`config.mk`:
```
export PLATFORM = sky130hd
export DESIGN_NAME = seq_mult_param_flat
export DESIGN_NICKNAME = d
export VERILOG_FILES = /design/src/rtl/seq_mult_pkg.sv /design/src/rtl/seq_mult_param_if.sv /design/src/rtl/start_edge_detect.sv /design/src/rtl/seq_mult_param.sv /design/src/flat_wrapper.sv
export SDC_FILE = /design/constraint.sdc
export NUM_CORES = 1
export LEC_CHECK = 0
export BUFFER_PORTS_ARGS = -buffer_cell sky130_fd_sc_hd__buf_2
export CAP_MARGIN = 30
export CELL_PAD_IN_SITES_DETAIL_PLACEMENT = 1
export CELL_PAD_IN_SITES_GLOBAL_PLACEMENT = 2
export CORE_AREA = 2 2 92 94
export DETAILED_ROUTE_END_ITERATION = 16
export DIE_AREA = 0 0 94 96
export PLACE_DENSITY_LB_ADDON = 0.25
export SETUP_SLACK_MARGIN = 0.1
export SYNTH_ARGS = -nofsm -noshare
export SYNTH_HDL_FRONTEND = slang
export SYNTH_SLANG_ARGS = --single-unit
```
`constraint.sdc`:
```
create_clock -name clk -period 3.1 [get_ports clk]
set_input_delay 0.62 -clock clk [delete_from_list [all_inputs] [get_ports clk]]
set_output_delay 0.62 -clock clk [all_outputs]
set_load 0.02 [all_outputs]
```
`src/rtl/seq_mult_pkg.sv`:
```
// Shared definitions for the iterative shift-add multiplier: state encoding and
// a two's-complement magnitude helper sized for the widest supported operand.
package seq_mult_pkg;

  localparam int MAX_W = 16;

  typedef enum logic [1:0] {
    ST_IDLE = 2'd0,
    ST_CALC = 2'd1,
    ST_FIX  = 2'd2
  } state_t;

  // Callers zero-extend into MAX_W bits and keep only their own low bits.
  function automatic logic [MAX_W-1:0] twos_mag(input logic [MAX_W-1:0] v, input logic neg);
    return neg ? (~v + 1'b1) : v;
  endfunction

endpackage

```
`src/rtl/seq_mult_param_if.sv`:
```
// Operand/result bundle between the board inputs and the multiplier core.
interface seq_mult_param_if #(
  parameter int WIDTH = 8
) ();
  logic               start;
  logic               signed_mode;
  logic [WIDTH-1:0]   multiplier_in;
  logic [WIDTH-1:0]   multiplicand_in;
  logic               busy;
  logic               valid;
  logic [2*WIDTH-1:0] product;

  modport master (
    output start, signed_mode, multiplier_in, multiplicand_in,
    input  busy, valid, product
  );

  modport slave (
    input  start, signed_mode, multiplier_in, multiplicand_in,
    output busy, valid, product
  );
endinterface

```
`src/rtl/start_edge_detect.sv`:
```
// Turns a push-button level into a one-cycle pulse on each press edge.
module start_edge_detect #(
  parameter bit ACTIVE_LOW = 1'b1
) (
  input  logic clk,
  input  logic rst,
  input  logic level_in,
  output logic pulse_out
);
  localparam logic IDLE_LVL = ACTIVE_LOW;

  logic lvl_d1_q, lvl_d2_q;

  // Reset to the released level so a button already idle cannot fake a press.
  always_ff @(posedge clk) begin
    if (rst) begin
      lvl_d1_q <= IDLE_LVL;
      lvl_d2_q <= IDLE_LVL;
    end else begin
      lvl_d1_q <= level_in;
      lvl_d2_q <= lvl_d1_q;
    end
  end

  assign pulse_out = (lvl_d1_q != IDLE_LVL) && (lvl_d2_q == IDLE_LVL);
endmodule

```
`src/rtl/seq_mult_param.sv`:
```
// Iterative shift-add multiplier: one partial-product step per cycle on operand
// magnitudes, sign restored in a final fix-up cycle.
module seq_mult_param
  import seq_mult_pkg::*;
#(
  parameter int WIDTH            = 8,
  parameter bit START_ACTIVE_LOW = 1'b1
) (
  input  logic            clk,
  input  logic            rst,
  seq_mult_param_if.slave bus
);
  localparam int CW = $clog2(WIDTH + 1);

  state_t               state_q, state_d;
  logic [2*WIDTH-1:0]   acc_q, acc_d;
  logic [WIDTH-1:0]     mcand_q, mcand_d;
  logic [CW-1:0]        cnt_q, cnt_d;
  logic                 neg_q, neg_d;
  logic [2*WIDTH-1:0]   product_q, product_d;
  logic                 valid_q, valid_d;

  logic                 start_on;
  logic                 a_neg, b_neg;
  logic [WIDTH-1:0]     mag_a, mag_b;
  logic [WIDTH:0]       sum;

  start_edge_detect #(.ACTIVE_LOW(START_ACTIVE_LOW)) u_start (
    .clk      (clk),
    .rst      (rst),
    .level_in (bus.start),
    .pulse_out(start_on)
  );

  assign a_neg = bus.signed_mode & bus.multiplier_in[WIDTH-1];
  assign b_neg = bus.signed_mode & bus.multiplicand_in[WIDTH-1];
  assign mag_a = WIDTH'(twos_mag(MAX_W'(bus.multiplier_in), a_neg));
  assign mag_b = WIDTH'(twos_mag(MAX_W'(bus.multiplicand_in), b_neg));
  // One spare bit so the carry drops into the accumulator msb on the shift.
  assign sum   = {1'b0, acc_q[2*WIDTH-1:WIDTH]} + {1'b0, mcand_q};

  always_comb begin
    state_d   = state_q;
    acc_d     = acc_q;
    mcand_d   = mcand_q;
    cnt_d     = cnt_q;
    neg_d     = neg_q;
    product_d = product_q;
    valid_d   = 1'b0;
    case (state_q)
      ST_IDLE: begin
        if (start_on) begin
          acc_d   = {{WIDTH{1'b0}}, mag_a};
          mcand_d = mag_b;
          // A zero operand never gets negated.
          neg_d   = (a_neg ^ b_neg) & (|bus.multiplier_in) & (|bus.multiplicand_in);
          cnt_d   = '0;
          state_d = ST_CALC;
        end
      end
      ST_CALC: begin
        acc_d = acc_q[0] ? {sum, acc_q[WIDTH-1:1]} : {1'b0, acc_q[2*WIDTH-1:1]};
        cnt_d = cnt_q + 1'b1;
        if (cnt_q == CW'(WIDTH - 1)) state_d = ST_FIX;
      end
      ST_FIX: begin
        product_d = neg_q ? (~acc_q + 1'b1) : acc_q;
        valid_d   = 1'b1;
        state_d   = ST_IDLE;
      end
      default: state_d = ST_IDLE;
    endcase
  end

  always_ff @(posedge clk) begin
    if (rst) begin
      state_q   <= ST_IDLE;
      acc_q     <= '0;
      mcand_q   <= '0;
      cnt_q     <= '0;
      neg_q     <= 1'b0;
      product_q <= '0;
      valid_q   <= 1'b0;
    end else begin
      state_q   <= state_d;
      acc_q     <= acc_d;
      mcand_q   <= mcand_d;
      cnt_q     <= cnt_d;
      neg_q     <= neg_d;
      product_q <= product_d;
      valid_q   <= valid_d;
    end
  end

  assign bus.busy    = (state_q != ST_IDLE);
  assign bus.valid   = valid_q;
  assign bus.product = product_q;
endmodule

```
`src/flat_wrapper.sv`:
```
// flat-port wrapper written by rule: the top's interface ports become plain ports
module seq_mult_param_flat import seq_mult_pkg::*;
#(
  parameter int WIDTH            = 8,
  parameter bit START_ACTIVE_LOW = 1'b1
)
  (clk, rst, bus_start, bus_signed_mode, bus_multiplier_in, bus_multiplicand_in, bus_busy, bus_valid, bus_product);
  seq_mult_param_if #(.WIDTH(WIDTH)) bus_i ();
  input  logic clk;
  input  logic rst;
  input wire logic [$bits(bus_i.start)-1:0] bus_start;
  input wire logic [$bits(bus_i.signed_mode)-1:0] bus_signed_mode;
  input wire logic [$bits(bus_i.multiplier_in)-1:0] bus_multiplier_in;
  input wire logic [$bits(bus_i.multiplicand_in)-1:0] bus_multiplicand_in;
  output wire logic [$bits(bus_i.busy)-1:0] bus_busy;
  output wire logic [$bits(bus_i.valid)-1:0] bus_valid;
  output wire logic [$bits(bus_i.product)-1:0] bus_product;
  assign bus_i.start = bus_start;
  assign bus_i.signed_mode = bus_signed_mode;
  assign bus_i.multiplier_in = bus_multiplier_in;
  assign bus_i.multiplicand_in = bus_multiplicand_in;
  assign bus_busy = bus_i.busy;
  assign bus_valid = bus_i.valid;
  assign bus_product = bus_i.product;
  seq_mult_param #(.WIDTH(WIDTH), .START_ACTIVE_LOW(START_ACTIVE_LOW)) u_core (.clk(clk), .rst(rst), .bus(bus_i));
endmodule
```
==> flow_summary.json <==
{
  "status": "completed",
  "grt_setup_unrepaired": "false",
  "cts-root-buf": "clkbuf_8",
  "grt_start_max_net_pins": 28,
  "synth_area_leaders": "dfxtp_1, nor2_1, ha_1",
  "io_pins": 38,
  "setup_ws_ps": 647,
  "antennaDiodeCount": 0,
  "end_kind": "flop",
  "path_max_fanout": 10,
  "synth_area_um2": 2720,
  "synth_most_common_cell": "dfxtp_1",
  "drtIter0Drc": 189,
  "synth_top_area_frac": 0.368,
  "clk_path_buf_depth": 2,
  "syn_inst": 309,
  "antenna_found_initial": 0,
  "final.min_clock_period_ps": 2450,
  "grt_pass1_wl_um": 11000,
  "tns_ps": 0,
  "cts_tree": "built",
  "final-seq-area_um2": 1000,
  "drc_errors": 0,
  "yosys_warnings": 0,
  "port_buffers": 37,
  "relSlewSlack": 0.471,
  "fp-row-count": 33,
  "cts.sinks": 50,
  "grt_pass1_vias": 2180,
  "worstPathArrival_ps": 2680,
  "hold_buffers": 0,
  "post-place-ws_ps": 669,
  "synth_common_cells": "dfxtp_1, nor2_1, a211oi_1",
  "fmax_mhz": 408,
  "min_period_over_period": 0.791,
  "viasPerCell": 5.19,
  "required_ps": 3320,
  "cts_resized": 0,
  "dr.pass1.iters": 4,
  "htree_levels": 2,
  "clock_skew_ps": 2.66,
  "critPathKind": "flop to flop",
  "post-cts-setup-buffer-count": 0,
  "initial_utilization": 0.337,
  "drive_gt1_frac": 0.181,
  "gp_congestion": 0.714,
  "hp-class": "flop to flop",
  "path_clk_slew_ps": 90,
  "setup_viol": 0,
  "fillCellCount": 997,
  "core_um2": 8050,
  "dr_total_vias": 2325,
  "ys_seq_area_frac": 0.368,
  "multiInputGateArea_um2": 1620,
  "syn_to_final_growth_pct": 16.0,
  "tightestPinTransition_ps": 788,
  "start_kind": "flop",
  "post_drt_wl_per_cell_um": 14.6,
  "maxCapViolCount": 0,
  "clock_latency_ps": 300,
  "ys_seq_elements": 50,
  "totalWireLength_um": 6540,
  "numCtsBuffers": 5,
  "dp_hpwl_um": 4930,
  "fin_nets": 375,
  "power_density_nw_per_um2": 457,
  "hold_ws_ps": 464,
  "peakVddDrop_uv": 191,
  "slew_viol_final": 0,
  "die_h_um": 96,
  "leakage_nw": 1.24,
  "ys_async_sr_fraction": 0,
  "synth_edf_count": 0,
  "synthDistinctLibCells": 51,
  "syn_avg_cell_area_um2": 8.79,
  "dieArea_um2": 9020,
  "synthFlopType": "dfxtp_1",
  "ant_nets": 0,
  "die_w_um": 94,
  "overflow": 0,
  "track_usage": 0.153,
  "yosysTopAreaCell": "dfxtp_1",
  "hold_violations": 0,
  "syn_nets": 342,
  "finalPower_mw": 1.44
}
[critical path: stages, from the launching register on]
cell and delay, ps:
dfxtp_1 430, inv_1 170, ha_1 170, or3b_2 480, or4_4 460, o41ai_1 330, xor2_1 110, a211oi_1 220
[cell families (layout without fill, tap and decap cells)]
group | count (synthesis) | after routing | share of synthesized area
muxes | 5 | 5 | 0.0189
AOI/OAI and AO/OA | 84 | 84 | 0.238
adders and majority gates | 13 | 13 | 0.0626
buffers and inverters | 25 | 59 | 0.0373
and+or+nand+nor | 105 | 105 | 0.187
xor gates and xnor gates | 27 | 27 | 0.0871
DFF | 50 | 50 | 0.368
[metal layers]
metal / share of wire / vias up / GRT usage
met5: 0 / - / 0
met4: 0.010 / 0 / 0.0362
met3: 0.042 / 5 / 0.0211
met2: 0.43 / 60 / 0.238
met1: 0.52 / 1054 / 0.224
li1: - / 1206 / -
[through the flow]
| step | cells | cell area, µm² | utilization |
|---|---|---|---|
| floorplan | 309 | 2720 | - |
| global placement | 439 | 2990 | 0.372 |
| detailed placement | 439 | 2990 | 0.372 |
| CTS | 447 | 3140 | 0.390 |
| global route | 448 | 3150 | 0.391 |
| finish | 448 | 3150 | 0.391 |
[path summary, 6_finish.rpt]
kind | from | to | slack (ps) | cells after the start
setup / recovery | u_core.acc_q[0]$_SDFFE_PP0P_ | u_core.bus.product[10]$_SDFFE_PP0P_ | 650 | 7
hold reg to reg | u_core.u_start.lvl_d1_q$_SDFF_PP1_ | u_core.u_start.lvl_d2_q$_SDFF_PP1_ | 460 | 1
setup reg to reg | u_core.acc_q[0]$_SDFFE_PP0P_ | u_core.bus.product[10]$_SDFFE_PP0P_ | 650 | 7
hold / removal | u_core.u_start.lvl_d1_q$_SDFF_PP1_ | u_core.u_start.lvl_d2_q$_SDFF_PP1_ | 460 | 1
[power breakdown]
| part | leakage [nW] | internal [mW] | total (mW) | switching [mW] |
|---|---|---|---|---|
| combinational | 0.759 | 0.0770 | 0.185 | 0.108 |
| sequential | 0.406 | 0.659 | 0.683 | 0.0240 |
| clock | 0.0714 | 0.344 | 0.570 | 0.226 |
| total | 1.24 | 1.08 | 1.44 | 0.358 |
[sequential cells by signal, indices dropped and copies added (netlist names)]
signal,cells
u_core.bus.valid,1
u_core.mcand_q,8
u_core.acc_q,16
u_core.u_start.lvl_d2_q,1
u_core.state_q,2
u_core.cnt_q,4
u_core.bus.product,16
u_core.u_start.lvl_d1_q,1
u_core.neg_q,1
[final cells by class]
class,instances,share of cell area
multi-input cells,234,0.513
clock inverters,2,0.0191
repair buffers,41,0.0707
clock buffers,6,0.0262
flip-flops and latches,50,0.318
well taps,105,0.0417
inverters,10,0.0119
[cells in the final DEF, fill, tap and decap left out, types with 4 or more instances in the layout]
| master | count |
|---|---|
| mux2i_1 | 4 |
| clkbuf_8 | 6 |
| buf_2 | 37 |
| nand2_1 | 14 |
| a21oi_1 | 12 |
| nor3_1 | 6 |
| ha_1 | 12 |
| inv_1 | 10 |
| a222oi_1 | 9 |
| a211oi_1 | 18 |
| nor2b_1 | 6 |
| xnor2_1 | 12 |
| dfxtp_1 | 50 |
| nor2_1 | 48 |
| or3_1 | 5 |
| o21bai_1 | 4 |
| nand2b_1 | 5 |
| o21ai_0 | 5 |
| a22oi_1 | 5 |
| nand3_1 | 7 |
| o211ai_1 | 4 |
| xor2_1 | 15 |
| o31ai_1 | 4 |
Note: power is estimated with default switching activity, not from simulation.
